==> src/rtl/port_extractor.sv <==
// Decodes one instruction word into the register-file port codes {unused, reg[4:0]}
// used for read A, read B and write; the three codes are registered together.
module port_extractor (
  input  logic        clock,
  input  logic        reset,
  input  logic [31:0] instruction,
  output logic [5:0]  readPortA,
  output logic [5:0]  readPortB,
  output logic [5:0]  writePort
);

  localparam logic [5:0] UNUSED = 6'b100000;

  localparam logic [4:0] OP_RTYPE = 5'b00000;
  localparam logic [4:0] OP_J     = 5'b00001;
  localparam logic [4:0] OP_BNE   = 5'b00010;
  localparam logic [4:0] OP_JAL   = 5'b00011;
  localparam logic [4:0] OP_JR    = 5'b00100;
  localparam logic [4:0] OP_ADDI  = 5'b00101;
  localparam logic [4:0] OP_BLT   = 5'b00110;
  localparam logic [4:0] OP_SW    = 5'b00111;
  localparam logic [4:0] OP_LW    = 5'b01000;
  localparam logic [4:0] OP_SETX  = 5'b10101;
  localparam logic [4:0] OP_BEX   = 5'b10110;

  localparam logic [4:0] ALU_ADD = 5'b00000;
  localparam logic [4:0] ALU_SUB = 5'b00001;
  localparam logic [4:0] ALU_AND = 5'b00010;
  localparam logic [4:0] ALU_OR  = 5'b00011;
  localparam logic [4:0] ALU_SLL = 5'b00100;
  localparam logic [4:0] ALU_SRA = 5'b00101;
  localparam logic [4:0] ALU_MUL = 5'b00110;
  localparam logic [4:0] ALU_DIV = 5'b00111;

  logic [4:0] op, rd, rs, rt, aluop;
  logic [5:0] nextA, nextB, nextW;

  assign op    = instruction[31:27];
  assign rd    = instruction[26:22];
  assign rs    = instruction[21:17];
  assign rt    = instruction[16:12];
  assign aluop = instruction[6:2];

  // The all-zero word is a nop and overrides the opcode decode; $0 is otherwise an ordinary register.
  always_comb begin
    nextA = UNUSED;
    nextB = UNUSED;
    nextW = UNUSED;
    if (instruction != 32'h0) begin
      case (op)
        OP_RTYPE: begin
          case (aluop)
            ALU_ADD, ALU_SUB, ALU_AND, ALU_OR, ALU_MUL, ALU_DIV: begin
              nextA = {1'b0, rs};
              nextB = {1'b0, rt};
              nextW = {1'b0, rd};
            end
            ALU_SLL, ALU_SRA: begin
              nextA = {1'b0, rs};
              nextW = {1'b0, rd};
            end
            default: ;
          endcase
        end
        OP_ADDI, OP_LW: begin
          nextA = {1'b0, rs};
          nextW = {1'b0, rd};
        end
        OP_SW, OP_BNE, OP_BLT: begin
          nextA = {1'b0, rs};
          nextB = {1'b0, rd};
        end
        OP_JR:   nextB = {1'b0, rd};
        OP_JAL:  nextW = {1'b0, 5'd31};
        OP_SETX: nextW = {1'b0, 5'd30};
        OP_J, OP_BEX: ;
        default: ;
      endcase
    end
  end

  always_ff @(posedge clock) begin
    if (reset) begin
      readPortA <= UNUSED;
      readPortB <= UNUSED;
      writePort <= UNUSED;
    end else begin
      readPortA <= nextA;
      readPortB <= nextB;
      writePort <= nextW;
    end
  end

endmodule

==> config.mk <==
export PLATFORM = sky130hd
export DESIGN_NAME = port_extractor
export DESIGN_NICKNAME = d
export VERILOG_FILES = /design/src/rtl/port_extractor.sv
export SDC_FILE = /design/constraint.sdc
export NUM_CORES = 1
export LEC_CHECK = 0
export BUFFER_PORTS_ARGS = -buffer_cell sky130_fd_sc_hd__clkbuf_2
export CAP_MARGIN = 20
export CORE_UTILIZATION = 42
export CTS_CLUSTER_DIAMETER = 60
export DETAILED_ROUTE_END_ITERATION = 10
export HOLD_SLACK_MARGIN = 0.03
export PLACE_DENSITY = 0.76
export SLEW_MARGIN = 20
export SYNTH_ARGS = -nofsm -noshare
export SYNTH_HDL_FRONTEND = slang
export SYNTH_SLANG_ARGS = --single-unit
==> constraint.sdc <==
create_clock -name clock -period 2 [get_ports clock]
set_input_delay 0.1 -clock clock [delete_from_list [all_inputs] [get_ports clock]]
set_output_delay 0.1 -clock clock [all_outputs]
set_load 0.1 [all_outputs]
Word-level counts from Yosys, hierarchy flattened
Index checks and enable logic that the tools add are counted.

Logic and storage cells: 34. Input port bits: 34. Output and inout bits: 18. Register bits: 18.

Multiplexer cells: 6. Reduce and logical (&&, ||, !) cells: 9. Equal/unequal tests: 15. Bitwise gates (word level): 1.

Operator list (number): $eq A5 B3 Y1 const B (8); $reduce_bool A32 Y1 (1); $pmux W6 S2 (2); $pmux W6 S4 (1); $eq A5 B2 Y1 const B (4); $mux W6 (3); $logic_not A5 Y1 (2); $reduce_or A8 Y1 (1); $reduce_or A6 Y1 (1); $eq A5 B1 Y1 const B (1); $eq A5 B4 Y1 const B (1); $eq A5 B5 Y1 const B (1); $reduce_or A5 Y1 (1); $reduce_or A2 Y1 (2); $reduce_or A4 Y1 (1); $not A1 Y1 (1).

Depth between registers and ports, before layout
Depth after elaboration: 4. Mapped depth: 6. Depth with buffers taken out: 4.

Worst setup path before layout
OpenSTA, ideal clock, no wires.

Path type: input port to flip-flop. Start point: input instruction[31]. End point: register readPortA[1]. Arrival: 1.602 ns. Path slack: 0.267 ns. Setup time: 0.131 ns. Cell stages on the path: 6. Path through: buf_6 -> or4_4 -> or3_4 -> o31ai_4 -> buf_6 -> nor4b_1.

Cells in the longest elaborated chain, start to end: 3. Elaborated cells between the ends (all ways): 11. Those cells by class: eq/ne (5); mux (1); bitwise (1); reduce/logical (4).

RTL lines: from (decl) (line 6) `input logic [31:0] instruction,`; $eq A5 B3 Y1, or another cell as far along (line 50) `case (op)`; $reduce_or A5 Y1 (no source line) or $not A1 Y1 (tied branches); $pmux W6 S2 or $reduce_or A2 Y1 (tied branches); to (signal assigned) (line 88) `readPortA <= nextA;`; to (decl) (line 7) `output logic [5:0] readPortA,`.

Parallel ways exist; a longest one is shown, timed or not. A chain may end at the register's enable or synchronous reset.

Worst setup path after layout
Start point: input instruction[27]. End point: register readPortB[5].

Cells in the longest elaborated chain, start to end: 3. Elaborated cells between the ends (all ways): 10. Those cells by class: eq/ne (4); mux (1); bitwise (1); reduce/logical (4).

RTL lines: $eq A5 B3 Y1, or another cell as far along (line 50); $reduce_or A4 Y1 (no source line) or $not A1 Y1 (tied branches); $pmux W6 S2 or $reduce_or A2 Y1 (tied branches); to (signal assigned) (line 89) `readPortB <= nextB;`; to (decl) (line 8) `output logic [5:0] readPortB,`.

Parallel ways exist; a longest one is shown, timed or not.

==> run_results.csv <==
group,metric,value,unit
clocking,cts.path.max_buffers,2,
drt,drc_errors,0,
die,die_y,49.3,um
sta,hold_viol,0,
global_route,grt_use_total,21.3,%
clocking,clock-sinks,18,
global_route,grt_max_degree,19,
placement,dp_hpwl,1960,um
yosys,syn_area,940,um2
drt,vias_per_cell,5.58,
yosys,ys.flop_type,"dfxtp_1",
setup_path,cp.arrival,1.92,ns
final_layout,num_antenna_cells,0,
flow_run,cap_violations,0,
drt,first_pass_iters,4,
clocking,cts-resized-gates,0,
sta,max_freq,586,MHz
clocking,cts_setup_buffers,0,
final_layout,utilization,61.6,%
die,rows,16,
sta,hold_slack,0.0721,ns
final_layout,fill_cells,199,
die,ios,52,
yosys,synth-seq-cells,18,
die,core,2040,um2
clocking,cts_buffers,3,
power_and_ir_drop,p_leak,0.512,nW
sta,period_share,85.4,%
yosys,synth.area.top_cells,"dfxtp_1 (38%), nor4b_1 (4.7%), a22oi_1 (4.0%)",
yosys,netlist-cell-type-count,31,
clocking,clk_pin_slew,0.09,ns
die,floorplan.die_area,2430,um2
global_route,overflow,0,
clocking,htree_num_levels,1,
global_route,grt_pass1_vias,906,
yosys,yosys_warnings,0,
die,start_util,46.0,%
placement,place.gp.congestion,0.940,
sta,timing.final.crit_period,1.71,ns
final_layout,fin_nets,194,
die,die-width,49.3,um
final_layout,seqCellArea,360,um2
setup_path,crit_path_end_kind,"register",
power_and_ir_drop,irDropWorstVdd,0.000270,V
yosys,yosysTopAreaCell,"dfxtp_1",
yosys,synth_edf_count,0,
clocking,hold_buffers,0,
drt,met1_length,1020,um
sta,setup_viol,0,
drt,routed.top_layer,"met4",
yosys,ys_async_sr_fraction,0,%
setup_path,critPathRequiredTime,2.22,ns
global_route,grt_first_pass_wirelength,3930,um
final_layout,multi_input_area,534,um2
drt,ant_nets,0,
drt,vias,1033,
setup_path,critPathMaxFanout,12,
final_layout,drive_above_1_share,42.4,%
sta,max_slew_margin,63.8,%
drt,dr_wl_met3,173,um
clocking,cts_tree,"done",
power_and_ir_drop,p_per_area,562,nW/um2
sta,finalSetupTns,0,ns
yosys,synth_cells,104,
min_path,hp-class,"input port to register",
sta,rsz0062_at_grt,"no",
yosys,syn_area_per_cell,9.04,um2
global_route,antenna_found_initial,0,
yosys,seq_area_frac_synth,38.3,%
drt,routed_wirelength,2400,um
setup_path,path_class,"input port to register",
final_layout,area_delta_synth_final,34.0,%
clocking,cts_root_buf,"clkbuf_4",
drt,drt_iter0_drc,33,
yosys,synth_top_area_share,38.3,%
setup_path,start_kind,"input port",
sta,drv_slew,0,
yosys,synth_fp_nets,138,
sta,worstMarginPinSlew,0.545,ns
placement,portBuffers,51,
status,status,"complete, no violations",
drt,wl_per_cell,13.0,um
drt,wl_met2,1170,um
[critical path, stage by stage]
cell      delay [ns]
clkbuf_2        0.12
or4_4           0.59
or3_4           0.41
o31ai_4         0.49
o21bai_2        0.21
[cells in the mapped netlist (all sizes together), types with 2 or more instances]
| cell | instances |
|---|---|
| dfxtp | 18 |
| nand2 | 10 |
| nor2 | 9 |
| o21ai | 6 |
| a22oi | 5 |
| nor4 | 5 |
| nor4b | 5 |
| a211o | 4 |
| a311oi | 4 |
| clkbuf | 4 |
| o21bai | 4 |
| a211oi | 3 |
| nor2b | 3 |
| nor3 | 3 |
| or3 | 3 |
| a21o | 2 |
| buf | 2 |
| inv | 2 |
| nor3b | 2 |
[routing by layer]
layer | GRT usage (%) | vias up
met5 | 0 | -
met4 | 11.8 | 0
met3 | 2.18 | 4
met2 | 37.0 | 55
met1 | 25.3 | 468
li1 | - | 506
[path summary, 6_finish.rpt]
check | slack, ns | cells past startpoint | to | from
worst max-delay path | 0.29 | 5 | readPortB[5] | instruction[27]
worst min-delay path | 0.07 | 2 | readPortA[3] | instruction[20]
[power breakdown]
part           internal, mW  leakage (nW)  switching, mW
Clock                0.0699        0.0138         0.0973
Sequential            0.365         0.146        0.00181
Combinational        0.0565         0.352          0.117
Total                 0.492         0.512          0.216
[cell families (layout without fill, tap and decap cells)]
kind of cell	count (synthesis)	after routing	synth area share (%)
flops	18	18	38.3
simple gates	46	46	28.1
buf+inv	8	62	4.79
compound gates	32	32	28.8
[cell usage in the layout, fill, tap and decap left out, types with 5 or more instances in the layout]
cell      synthesis  routed
a22oi_1           5       5
buf_4             0       6
clkbuf_2          0      51
dfxtp_1          18      18
nand2_1          10      10
nor2_1            9       9
nor4_1            5       5
nor4b_1           5       5
o21ai_0           6       6
[cell type report]
| cell class | count | share of cell area [%] |
|---|---|---|
| clock buffer | 3 | 1.79 |
| inverter | 2 | 0.596 |
| multi-input combinational | 78 | 42.4 |
| timing repair buffer | 57 | 23.9 |
| tap | 27 | 2.68 |
| sequential | 18 | 28.6 |
[stage by stage]
stage / instance area (um2) / std cells / total power [mW] / setup slack, ns
final: 1260 / 185 / 0.707 / 0.293
after global routing: 1260 / 185 / 0.752 / 0.208
after CTS: 1260 / 185 / 0.710 / 0.302
after detailed placement: 1240 / 182 / 0.547 / 0.00986
after global placement: 1240 / 182 / 0.544 / 0.0585
after floorplan: 940 / 104 / 0.486 / 0.267
[sequential cells by signal (all words and copies together) (netlist names)]
signal,cells
readPortA,6
readPortB,6
writePort,6
No activity file was read; power rests on OpenSTA's default activity.
